## config.mk

```make
export PLATFORM = sky130hd
export DESIGN_NAME = ped_request_unit
export DESIGN_NICKNAME = d
export VERILOG_FILES = /design/src/rtl/ped_request_unit.sv
export SDC_FILE = /design/constraint.sdc
export NUM_CORES = 1
export LEC_CHECK = 0
export ABC_AREA = 1
export BUFFER_PORTS_ARGS = -buffer_cell sky130_fd_sc_hd__buf_4
export CAP_MARGIN = 0
export CORE_ASPECT_RATIO = 1.2
export CORE_MARGIN = 2
export CORE_UTILIZATION = 55
export CTS_BUF_LIST = sky130_fd_sc_hd__clkbuf_16
export CTS_CLUSTER_SIZE = 10
export DETAILED_ROUTE_END_ITERATION = 8
export PLACE_DENSITY = 0.82
export REMOVE_ABC_BUFFERS = 1
export SKIP_LAST_GASP = 1
export SLEW_MARGIN = 5
export SYNTH_ARGS = -nofsm -noshare
export SYNTH_HDL_FRONTEND = slang
export SYNTH_SLANG_ARGS = --single-unit
```

## constraint.sdc

```tcl
create_clock -name clk -period 4.4 [get_ports clk]
set_clock_uncertainty 0.15 [all_clocks]
set_input_delay 0.22 -clock clk [delete_from_list [all_inputs] [get_ports clk]]
set_output_delay 0.22 -clock clk [all_outputs]
set_load 0.05 [all_outputs]
```

## src/rtl/ped_request_unit.sv

```systemverilog
// Pedestrian request front end for the crossing handshake.
// Synchronizes and debounces the raw button and holds a request to the
// traffic light controller until it grants ped_walk. It then shows a walk
// countdown and enforces a lockout, so one press produces one crossing cycle.
//
// Handshake: ped_button is a level-held request. It rises when a debounced
// press is accepted and stays high until the edge that samples ped_walk=1,
// and it falls on that same edge. ped_walk is sampled only in REQUEST and
// WALK; pulses seen in any other state have no effect.
//
// Timing: a btn_raw held high from edge N gives ped_button=1 after edge
// N+DEBOUNCE_CYCLES+1. The FSM state is held in the enum register "state".
module ped_request_unit #(
    parameter int DEBOUNCE_CYCLES = 4,
    parameter int WALK_CYCLES     = 8,
    parameter int LOCKOUT_CYCLES  = 6,
    parameter int CNT_W           = 4
) (
    input  logic             clk,
    input  logic             reset,
    input  logic             btn_raw,
    input  logic             ped_walk,
    output logic             ped_button,
    output logic             wait_lamp,
    output logic [CNT_W-1:0] walk_count,
    output logic [7:0]       req_total
);

    typedef enum logic [2:0] {
        IDLE     = 3'd0,
        DEBOUNCE = 3'd1,
        REQUEST  = 3'd2,
        WALK     = 3'd3,
        LOCKOUT  = 3'd4
    } state_t;

    localparam logic [CNT_W-1:0] DEB_LAST  = CNT_W'(DEBOUNCE_CYCLES - 1);
    localparam logic [CNT_W-1:0] WALK_LOAD = CNT_W'(WALK_CYCLES);
    localparam logic [CNT_W-1:0] LOCK_MAX  = CNT_W'(LOCKOUT_CYCLES);

    state_t           state;
    logic             btn_meta;
    logic             btn_sync;
    logic [CNT_W-1:0] deb_cnt;
    logic [CNT_W-1:0] lock_cnt;

    // Two-flop synchronizer for the asynchronous button input.
    always_ff @(posedge clk) begin
        if (reset) begin
            btn_meta <= 1'b0;
            btn_sync <= 1'b0;
        end else begin
            btn_meta <= btn_raw;
            btn_sync <= btn_meta;
        end
    end

    // Request FSM with registered outputs, counters and grant tally.
    always_ff @(posedge clk) begin
        if (reset) begin
            state      <= IDLE;
            deb_cnt    <= '0;
            lock_cnt   <= '0;
            ped_button <= 1'b0;
            wait_lamp  <= 1'b0;
            walk_count <= '0;
            req_total  <= 8'd0;
        end else begin
            case (state)
                IDLE: begin
                    if (btn_sync) begin
                        // With a one-sample debounce the first high sample is enough.
                        if (DEBOUNCE_CYCLES == 1) begin
                            state      <= REQUEST;
                            deb_cnt    <= '0;
                            ped_button <= 1'b1;
                            wait_lamp  <= 1'b1;
                        end else begin
                            state   <= DEBOUNCE;
                            deb_cnt <= CNT_W'(1);
                        end
                    end
                end
                DEBOUNCE: begin
                    if (!btn_sync) begin
                        state   <= IDLE;
                        deb_cnt <= '0;
                    end else if (deb_cnt == DEB_LAST) begin
                        state      <= REQUEST;
                        deb_cnt    <= '0;
                        ped_button <= 1'b1;
                        wait_lamp  <= 1'b1;
                    end else begin
                        deb_cnt <= deb_cnt + CNT_W'(1);
                    end
                end
                REQUEST: begin
                    // The request is only cleared by a grant or by reset.
                    if (ped_walk) begin
                        state      <= WALK;
                        ped_button <= 1'b0;
                        wait_lamp  <= 1'b0;
                        walk_count <= WALK_LOAD;
                        req_total  <= req_total + 8'd1;
                    end
                end
                WALK: begin
                    if (!ped_walk) begin
                        state      <= LOCKOUT;
                        walk_count <= '0;
                        lock_cnt   <= '0;
                    end else if (walk_count != '0) begin
                        walk_count <= walk_count - CNT_W'(1);
                    end
                end
                LOCKOUT: begin
                    // Re-arm only after the lockout has expired and the button is released.
                    if (lock_cnt == LOCK_MAX && !btn_sync) begin
                        state    <= IDLE;
                        lock_cnt <= '0;
                    end else if (lock_cnt != LOCK_MAX) begin
                        lock_cnt <= lock_cnt + CNT_W'(1);
                    end
                end
                default: begin
                    state <= IDLE;
                end
            endcase
        end
    end

endmodule

```

### Word level (Yosys, flattened, before mapping)

Index checks and enable logic that the tools add are counted.

* mux-type cells: 23
* add/subtract/negate cells: 4
* reductions and logical operators: 14
* equal/unequal tests: 16

Operators by type and width (number)
* two-way mux 4 bit: 9
* one-hot mux 4 bit (2 select lines): 3
* two-way mux 3 bit: 6
* one-hot mux 3 bit (5 select lines): 1
* != test 2 bit (second input constant): 6
* != test 3 bit (second input constant): 3
* adder 4 x 1 -> 4 bit (second input constant): 2
* adder 8 x 1 -> 8 bit (second input constant): 1
* nonzero test 2 bit: 4
* == test 3 x 2 -> 1 bit (second input constant): 2
* AND reduction 3 bit: 2
* AND reduction 5 bit: 1
* == test 4 x 2 -> 1 bit (second input constant): 1
* == test 4 x 3 -> 1 bit (second input constant): 1
* != test 4 x 3 -> 1 bit (second input constant): 1
* AND reduction 2 bit: 2
* AND reduction 4 bit: 1
* nonzero test 4 bit: 1
* subtractor 4 x 1 -> 4 bit (second input constant): 1
* == test 3 x 1 -> 1 bit (second input constant): 1
* == test 3 bit (second input constant): 1
* logical NOT 3 bit: 1
* two-way mux 1 bit: 3
* one-hot mux 1 bit (2 select lines): 1
* 2 further kinds: 2

* bits in registers: 26
* word-level logic and storage cells: 65

### Logic depth before layout (Yosys ltp)

Gate-level depths: netlist (run 1).

* depth in word-level cells: 4
* mapped depth: 11

### Worst setup path after synthesis (run 1)

OpenSTA, ideal clock, no wires.

* path type: register to register
* from: register walk_count[0]
* to: register walk_count[1]
* required time: 4.134 ns
* path buffers: 0
* period minus slack after synthesis: 1.754 ns
* cell stages (with the launch flop): 8
* arrival time: 1.488 ns
* setup slack: 2.646 ns
* library setup time: 0.116 ns
* path through: dfxtp_1 -> inv_1 -> ha_1 -> nand2_1 -> nor2_2 -> nor2_2 -> o21a_1 -> nor2_1

* word-level cells in the longest chain between the ends: 4
* elaborated cells on any way between the ends: 7
* classes of those cells: add/sub (1); eq/ne (1); mux (3); reduce/logical (2)

RTL lines
* start: declaration: RTL line 25 `output logic [CNT_W-1:0] walk_count,`
* start signal: assignment: RTL line 113 `walk_count <= walk_count - CNT_W'(1);`
* subtractor 4 x 1 -> 4 bit: RTL line 113
* two-way mux 4 bit: RTL line 112 `end else if (walk_count != '0) begin`
* two-way mux 4 bit: RTL line 108 `if (!ped_walk) begin`
* one-hot mux 4 bit (2 select lines): RTL line 69 `case (state)`

Parallel ways exist; a longest one is shown, timed or not. The select of a mux whose other input is x is not followed.
A chain may end at the register's enable or synchronous reset.

### Final worst setup path (run 1)

* from: register lock_cnt[0]
* to: register state[0]

* word-level cells in the longest chain between the ends: 4

RTL lines
* start: declaration: RTL line 45 `logic [CNT_W-1:0] lock_cnt;`
* start signal: assignment: RTL line 122 `lock_cnt <= lock_cnt + CNT_W'(1);`
* == test 4 x 3 -> 1 bit: RTL line 118 `if (lock_cnt == LOCK_MAX && !btn_sync) begin`
* logical AND 1 bit: RTL line 118
* != test 2 bit (no line)
* AND reduction 5 bit (no line)
* end signal: assignment: RTL line 109 `state <= LOCKOUT;`
* end signal: assignment: RTL line 119 `state <= IDLE;`
* end signal: assignment: RTL line 126 `state <= IDLE;`
* end: declaration: RTL line 41 `state_t state;`

Every way passes these cells.

==> results of run 1 <==
## cells by family (layout without fill, tap and decap cells)
group,after synthesis,in the layout
simple gates,97,97
compound gates,33,33
buf+inv,30,47
flops,26,26
fa+ha+maj,5,5
xor+xnor,4,4
## per-stage QoR
step	cells	utilization [%]	hold slack (ps)	power, mW
final	243	68.0	7.66	0.475
after global routing	243	68.0	11.4	0.490
after CTS	243	68.0	10.1	0.479
after detailed placement	239	64.6	248	0.278
after global placement	239	64.6	246	0.276
after floorplan	191	-	139	0.268
## worst max-delay path, stage by stage (launching register included)
cell and delay (ps):
dfxtp_1 330, inv_1 80, ha_1 140, nand2_1 50
nor2_1 150, nand2_1 110, nand2_1 120, nand2_1 100
o21bai_1 150, nand2_1 80, nor2_1 110
## registers in the layout, indices dropped and copies added (netlist names)
register / cells
wait_lamp: 1
req_total: 8
btn_meta: 1
walk_count: 4
deb_cnt: 4
lock_cnt: 4
state: 3
btn_sync: 1
## final timing paths
| check | cells after the start | start | to | slack (ps) |
|---|---|---|---|---|
| worst max register to register | 10 | lock_cnt[0]$_SDFFE_PP0P_ | state[0]$_SDFFE_PP0P_ | 2760 |
| worst min register to register | 2 | btn_meta$_SDFF_PP0_ | btn_sync$_SDFF_PP0_ | 250 |
| worst max-delay path | 10 | lock_cnt[0]$_SDFFE_PP0P_ | state[0]$_SDFFE_PP0P_ | 2760 |
| worst min-delay path | 3 | btn_raw | btn_meta$_SDFF_PP0_ | 8 |
## synthesized netlist by cell type
cell type	instances	area share, %
o21a_1	1	0.55
buf_2	1	0.37
o21ai_0	10	3.7
o211ai_1	1	0.55
dfxtp_1	26	38
a21oi_2	1	0.64
nor2_2	2	0.92
buf_4	1	0.55
nand3_2	3	2.2
clkbuf_1	1	0.27
and2_1	1	0.46
nor3b_1	1	0.55
nor3_1	6	2.2
a21oi_1	15	5.5
o21bai_1	1	0.55
nor2_4	1	0.82
xor2_1	4	2.6
o21ai_1	1	0.37
or2_0	1	0.46
o21ai_2	1	0.64
nand2_2	1	0.46
inv_1	26	7.1
buf_6	1	0.82
ha_1	5	4.6
nand4_1	4	1.8
nand2_1	42	12
nor2_1	22	6.0
a31oi_1	2	0.92
nand3_1	13	4.8
## power groups by stage
stage | Clock, mW | Combinational, mW | Sequential [mW]
2_1_floorplan | 0 | 0.0189 | 0.249
3_3_place_gp | 0 | 0.0272 | 0.249
3_5_place_dp | 0 | 0.0288 | 0.249
4_1_cts | 0.205 | 0.0297 | 0.244
5_1_grt | 0.212 | 0.0329 | 0.245
6_report | 0.201 | 0.0295 | 0.244
## final cells by class
type	instances	area share, %
Sequential cell	26	32.9
Multi-Input combinational cell	139	45.5
Clock buffer	3	4.74
Clock inverter	1	0.237
Timing Repair Buffer	17	8.06
Tap cell	31	2.45
Inverter	26	6.16
## routing by layer
metal	vias up	wire, um
met5	-	0
met4	0	43
met3	5	90
met2	24	1410
met1	572	1210
li1	664	-
==> results.json, run 1 <==
{
  "drtIter0Drc": 35,
  "drc_errors": 0,
  "leakage_nw": 0.707,
  "synth.avg_cell_area_um2": 7.01,
  "combPwrFrac_pct": 6.2,
  "required_ps": 4440,
  "synth-xor-area-share_pct": 2.56,
  "final_area_um2": 1580,
  "relSlewSlack_pct": 72.4,
  "synth_top_family_by_area": "simple AND/OR/NAND/NOR gates",
  "die_width_um": 49.5,
  "hold_class": "primary input to flip-flop",
  "hpwl_mm": 2.03,
  "synth_cells": 195,
  "cts_tree": "yes",
  "grt_pass1_wl_mm": 4.69,
  "initial_utilization_pct": 58.6,
  "switching_share_pct": 22.0,
  "slew_violations": 0,
  "power.switching_mw": 0.104,
  "drv_cap": 0,
  "synth-simple-area-share_pct": 32.2,
  "ys_types": 29,
  "dr_total_vias": 1265,
  "dieArea_um2": 2900,
  "end_kind": "flip-flop",
  "grt-ovfl-total": 0,
  "port_buffers": 17,
  "cts_hold_buf": 0,
  "routabilityCongestion": 0.794,
  "hold_viol": 0,
  "setup.worst_path.class": "flip-flop to flip-flop",
  "first_pass_iters": 4,
  "antenna_found_initial": 0,
  "finalNetCount": 222,
  "rsz0062_at_grt": "false",
  "setup_slack_ps": 2760,
  "regArea_um2": 520,
  "p_clk_share_pct": 42.3,
  "dpl_cell_area_um2": 1510,
  "p_int_mw": 0.371,
  "wl_mm": 2.75,
  "synth_mux_area_share_pct": 0,
  "powerDensity_nw_per_um2": 300,
  "gr-usage-met1_pct": 24.1,
  "multi_input_area_um2": 721,
  "drtAntennaViolNets": 0,
  "clkTransAtPathRegs_ps": 60,
  "cp_data_arrival_time_ps": 1680,
  "syn_area_um2": 1370,
  "busiest_layer": "met2",
  "grt_max_degree": 16,
  "htree_levels": 1,
  "numClockSinks": 26,
  "cts_resized": 0,
  "worstSetupStartpointType": "flip-flop",
  "grt_util_all_layers_pct": 20.8,
  "grtUsageMet2_pct": 38.6,
  "postCtsSetupBuffers": 0,
  "wl_per_cell_um": 11.3,
  "yosysSeqAreaShare_pct": 38.1,
  "yosys.area_share.adder_pct": 4.58,
  "period_share_pct": 37.2,
  "post-route-min-period_ps": 1640,
  "final_common_cell": "nand2_1",
  "area_delta_synth_final_pct": 15.9,
  "io_pins": 18,
  "root_buffer": "clkbuf_16",
  "antenna_cells": 0,
  "drive_gt1_share_pct": 13.7,
  "setup_viol": 0,
  "status": "finished, final reports clean",
  "vias_per_cell": 5.21,
  "ir_drop_v": 0.000234,
  "cts_made_buffers": 3,
  "nFillCells": 220,
  "tightest_slew_ps": 413,
  "dp_slack_ps": 2810,
  "fmax_mhz": 611,
  "synth-compound-area-share_pct": 13.4,
  "first_global_vias": 1172,
  "sequentialPowerShare_pct": 51.4,
  "final_cell_mix": "nand2_1 (42), inv_1 (26), dfxtp_1 (26), nor2_1 (22), buf_4 (17)",
  "grt_util_met3_pct": 3.05,
  "fin_tns_setup_ps": 0,
  "clock_path_buffers": 2,
  "die_y_um": 58.6,
  "yosysWarnings": 0,
  "std_cell_rows": 19,
  "coreArea_um2": 2330,
  "ys_ff_latch": 26,
  "path_max_fanout": 4,
  "clock_latency_ps": 260
}
Power figures use the tool's default switching activity.
==> inputs of run 2 (changes only) <==
--- a/config.mk
+++ b/config.mk
@@ -10,11 +10,11 @@
 export CAP_MARGIN = 0
 export CORE_ASPECT_RATIO = 1.2
 export CORE_MARGIN = 2
-export CORE_UTILIZATION = 55
+export CORE_UTILIZATION = 50
 export CTS_BUF_LIST = sky130_fd_sc_hd__clkbuf_16
 export CTS_CLUSTER_SIZE = 10
 export DETAILED_ROUTE_END_ITERATION = 8
-export PLACE_DENSITY = 0.82
+export PLACE_DENSITY = 0.78
 export REMOVE_ABC_BUFFERS = 1
 export SKIP_LAST_GASP = 1
 export SLEW_MARGIN = 5
==> constraint.sdc (replaced) <==
create_clock -name clk -period 1.45 [get_ports clk]
set_clock_uncertainty 0.15 [all_clocks]
set_input_delay 0.0725 -clock clk [delete_from_list [all_inputs] [get_ports clk]]
set_output_delay 0.0725 -clock clk [all_outputs]
set_load 0.05 [all_outputs]
==> results.json, run 2 (synthesis results as in run 1) <==
{
  "htree_levels": 1,
  "multi_input_area_um2": 861,
  "combPwrFrac_pct": 7.2,
  "layoutNonFillerInstCount": 268,
  "setup_slack_ps": -55.5,
  "finalNetCount": 245,
  "dr_total_vias": 1466,
  "clock_latency_ps": 260,
  "ir_drop_v": 0.000673,
  "area_delta_synth_final_pct": 42.7,
  "grt_max_degree": 16,
  "leakage_nw": 0.850,
  "cts_made_buffers": 3,
  "first_global_vias": 1303,
  "grt_pass1_wl_mm": 5.59,
  "dpl_cell_area_um2": 1580,
  "wl_mm": 3.85,
  "setup.worst_path.class": "flip-flop to flip-flop",
  "initial_utilization_pct": 53.0,
  "p_int_mw": 1.33,
  "violations": "setup timing",
  "cp_data_arrival_time_ps": 1550,
  "nFillCells": 181,
  "cts_tree": "yes",
  "dp.cells": 251,
  "hold_viol": 0,
  "sequentialPowerShare_pct": 44.8,
  "drtAntennaViolNets": 0,
  "antenna_found_initial": 0,
  "final_common_cell": "buf_4",
  "dieArea_um2": 3170,
  "worstSetupStartpointType": "flip-flop",
  "clkTransAtPathRegs_ps": 70,
  "max_flop_register": "req_total",
  "drive_gt1_share_pct": 36.6,
  "die_y_um": 61.3,
  "std_cell_rows": 20,
  "vias_per_cell": 5.47,
  "largest_register_ffs": 8,
  "period_share_pct": 104,
  "first_pass_iters": 4,
  "drv_cap": 0,
  "io_pins": 18,
  "final_area_um2": 1950,
  "grt-ovfl-total": 0,
  "numClockSinks": 26,
  "final_cell_mix": "buf_4 (36), nand2_1 (35), inv_1 (20), dfxtp_1 (18), nor2_1 (17)",
  "post-route-min-period_ps": 1510,
  "powerDensity_nw_per_um2": 856,
  "switching_share_pct": 20.5,
  "hpwl_mm": 2.20,
  "grt_util_all_layers_pct": 24.0,
  "drc_errors": 0,
  "wl_per_cell_um": 14.3,
  "hold_class": "primary input to flip-flop",
  "routabilityCongestion": 0.798,
  "fmax_mhz": 664,
  "p_total_mw": 1.67,
  "regArea_um2": 533,
  "fin_tns_setup_ps": -145,
  "clock_path_buffers": 2,
  "tightest_slew_ps": 372,
  "utilization_pct": 75.6,
  "slew_violations": 0,
  "coreArea_um2": 2580,
  "relSlewSlack_pct": 75.1,
  "port_buffers": 17,
  "antenna_cells": 0,
  "drtIter0Drc": 54,
  "status": "finished with violations",
  "path_max_fanout": 3,
  "end_kind": "flip-flop",
  "rsz0062_at_grt": "true",
  "required_ps": 1500,
  "power.switching_mw": 0.342,
  "setup_viol": 4,
  "root_buffer": "clkbuf_16",
  "p_clk_share_pct": 48.0,
  "die_width_um": 51.7
}
## run 2: changes by cell type in the layout (fill, tap and decap cells not counted), moves of 4 or more
cell     previous run  this run
buf_4              17        36
dfxtp_1            26        18
dfxtp_2             0         7
inv_1              26        20
inv_2               0         6
nand2_1            42        35
nand2_4             0         4
nor2_1             22        17
nor2_4              1         5
## run 2: worst max-delay path, stage by stage, from the launching register on
cell and delay (ps):
dfxtp_2 350, inv_2 50, ha_4 160, nand2_4 70, nor2_4 40, nand2_2 110
nand2_4 90, buf_4 150, nor2_4 70, nand3_2 70, a21oi_2 140
## run 2: timing repair
action | CTS | global route
hold buffers | 3 | 0
gates resized for setup | 16 | 35
buffers inserted | 4 | 6
endpoints found under the setup margin | 13 | 22
hold endpoints to repair | 14 | 0
pin swaps | 6 | 11
## run 2: metal layers
layer	global-route usage [%]	routed length, um	vias up
li1	-	-	713
met1	25.9	1450	694
met2	46.5	2160	46
met3	4.13	129	13
met4	9.40	106	0
met5	0	0	-
## run 2: area by class of cell
| class | count | share of cell area, % |
|---|---|---|
| Clock buffer | 3 | 3.85 |
| Inverter | 26 | 5.01 |
| Timing Repair Buffer | 40 | 16.0 |
| Clock inverter | 1 | 1.54 |
| Sequential cell | 26 | 27.3 |
| Multi-Input combinational cell | 139 | 44.2 |
| Tap cell | 33 | 2.12 |
## run 2: final timing paths
path,from,end,slack [ps],cells after the start
max reg2reg,lock_cnt[0]$_SDFFE_PP0P_,lock_cnt[1]$_SDFFE_PP0P_,-60,10
max,lock_cnt[0]$_SDFFE_PP0P_,lock_cnt[1]$_SDFFE_PP0P_,-60,10
min reg2reg,btn_meta$_SDFF_PP0_,btn_sync$_SDFF_PP0_,250,2
min,ped_walk,state[2]$_SDFFE_PP0P_,30,4
## run 2: stage by stage
stage | hold slack, ps | setup slack [ps]
6_report | 31.3 | -55.5
5_1_grt | 39.7 | -121
4_1_cts | 26.8 | -8.07
3_5_place_dp | 134 | -65.3
3_3_place_gp | 126 | 20.3
2_1_floorplan | -8.43 | -304
## run 2: power by group through the flow
stage | Clock (mW) | Combinational [mW] | Sequential [mW]
2_1_floorplan | 0 | 0.0573 | 0.754
3_3_place_gp | 0 | 0.0814 | 0.757
3_5_place_dp | 0 | 0.0846 | 0.757
4_1_cts | 0.805 | 0.0975 | 0.743
5_1_grt | 0.832 | 0.131 | 0.749
6_report | 0.801 | 0.119 | 0.747
==> inputs of run 3 (changes only) <==
--- a/config.mk
+++ b/config.mk
@@ -6,7 +6,7 @@
 export NUM_CORES = 1
 export LEC_CHECK = 0
 export ABC_AREA = 1
-export BUFFER_PORTS_ARGS = -buffer_cell sky130_fd_sc_hd__buf_4
+export BUFFER_PORTS_ARGS = -buffer_cell sky130_fd_sc_hd__buf_2
 export CAP_MARGIN = 0
 export CORE_ASPECT_RATIO = 1.2
 export CORE_MARGIN = 2
==> results.json, run 3 (synthesis results as in run 1) <==
{
  "routabilityCongestion": 0.869,
  "grt_pass1_wl_mm": 5.16,
  "htree_levels": 1,
  "crit_buf_inv": 0,
  "fin_tns_setup_ps": -88.1,
  "power.switching_mw": 0.338,
  "antenna_cells": 0,
  "vias_per_cell": 5.01,
  "drtAntennaViolNets": 0,
  "dr_total_vias": 1323,
  "setup_viol": 2,
  "status": "finished with violations",
  "p_int_mw": 1.32,
  "powerDensity_nw_per_um2": 905,
  "area_delta_synth_final_pct": 33.6,
  "root_buffer": "clkbuf_16",
  "setup_slack_ps": -60.3,
  "combPwrFrac_pct": 6.6,
  "wl_mm": 3.05,
  "dp.cells": 256,
  "final_area_um2": 1830,
  "wl_per_cell_um": 11.5,
  "clkTransAtPathRegs_ps": 70,
  "coreArea_um2": 2580,
  "drtIter0Drc": 26,
  "period_share_pct": 104,
  "cts_made_buffers": 3,
  "utilization_pct": 70.8,
  "dieArea_um2": 3170,
  "setup.worst_path.class": "flip-flop to flip-flop",
  "switching_share_pct": 20.4,
  "worstSetupStartpointType": "flip-flop",
  "grt-ovfl-total": 0,
  "p_clk_share_pct": 48.6,
  "rsz0062_at_grt": "true",
  "p_total_mw": 1.65,
  "dp_slack_ps": -30.5,
  "dpl_cell_area_um2": 1580,
  "crit_path_frequent_cell": "nand2_2",
  "initial_utilization_pct": 53.0,
  "cp_data_arrival_time_ps": 1560,
  "sequentialPowerShare_pct": 44.8,
  "tightest_slew_ps": 393,
  "holdWs_ps": 0.256,
  "io_pins": 18,
  "drv_cap": 0,
  "end_kind": "flip-flop",
  "clock_latency_ps": 260,
  "numClockSinks": 26,
  "grt_max_degree": 16,
  "max_flop_register": "req_total",
  "std_cell_rows": 20,
  "slew_violations": 0,
  "hold_viol": 0,
  "die_y_um": 61.3,
  "hold_class": "primary input to flip-flop",
  "drc_errors": 0,
  "die_width_um": 51.7,
  "hpwl_mm": 2.04,
  "largest_register_ffs": 8,
  "drive_gt1_share_pct": 30.7,
  "grt_util_all_layers_pct": 21.1,
  "final_common_cell": "nand2_1",
  "required_ps": 1500,
  "layoutNonFillerInstCount": 264,
  "max_stage_delay_ps": 380,
  "first_pass_iters": 4,
  "violations": "setup timing",
  "antenna_found_initial": 0,
  "final_cell_mix": "nand2_1 (35), inv_1 (22), nor2_1 (21), dfxtp_1 (21)",
  "clock_path_buffers": 2,
  "finalNetCount": 241,
  "path_cells": "ha_4 > nand2_2 > nor2_4 > nand2_2 > nand2_2 > nand2_2 > o21bai_1 > nand2_1 > nor2_1",
  "path_max_fanout": 3,
  "port_buffers": 17,
  "cp_top_family": "simple AND/OR/NAND/NOR gates",
  "post-route-min-period_ps": 1510,
  "cts_tree": "yes",
  "fmax_mhz": 662,
  "first_global_vias": 1243,
  "ir_drop_v": 0.000965,
  "cp_slowest_cell": "dfxtp_1",
  "leakage_nw": 0.809,
  "relSlewSlack_pct": 73.8
}
-- run 3: final timing paths --
check / startpoint / end / slack, ps / cells past startpoint
min: reset / btn_sync$_SDFF_PP0_ / 0.3 / 2
min reg2reg: btn_meta$_SDFF_PP0_ / btn_sync$_SDFF_PP0_ / 260 / 2
max reg2reg: lock_cnt[1]$_SDFFE_PP0P_ / state[0]$_SDFFE_PP0P_ / -60 / 9
max: lock_cnt[1]$_SDFFE_PP0P_ / state[0]$_SDFFE_PP0P_ / -60 / 9
-- run 3: per-layer routing --
layer  wire, um  up-vias  share of wire [%]  track usage, %
met5          0        -                  0               0
met4         23        0               0.76            6.02
met3         52        2                1.7            2.91
met2       1620       13                 53            40.1
met1       1350      608                 44            24.8
li1           -      700                  -               -
-- run 3: power groups by stage --
stage | clock network, mW | registers, mW | logic (mW)
CTS | 0.816 | 0.742 | 0.0991
finish | 0.803 | 0.740 | 0.109
global route | 0.846 | 0.741 | 0.122
detailed placement | 0 | 0.757 | 0.0958
floorplan | 0 | 0.754 | 0.0573
global placement | 0 | 0.757 | 0.0936
-- run 3: what timing repair did --
| action | CTS | global route |
|---|---|---|
| endpoints found under the hold margin | 1 | 0 |
| hold buffers | 1 | 0 |
| pin swaps | 0 | 10 |
| resized for setup | 3 | 33 |
| setup endpoints to repair | 4 | 22 |
| setup buffers | 0 | 3 |
-- run 3: final cells by class --
type | count | area, um^2
Clock buffer | 3 | 75.1
Timing Repair Buffer | 36 | 234
Tap cell | 33 | 41.3
Inverter | 26 | 100
Sequential cell | 26 | 534
Fill cell | 206 | 752
Clock inverter | 1 | 30.0
Multi-Input combinational cell | 139 | 811
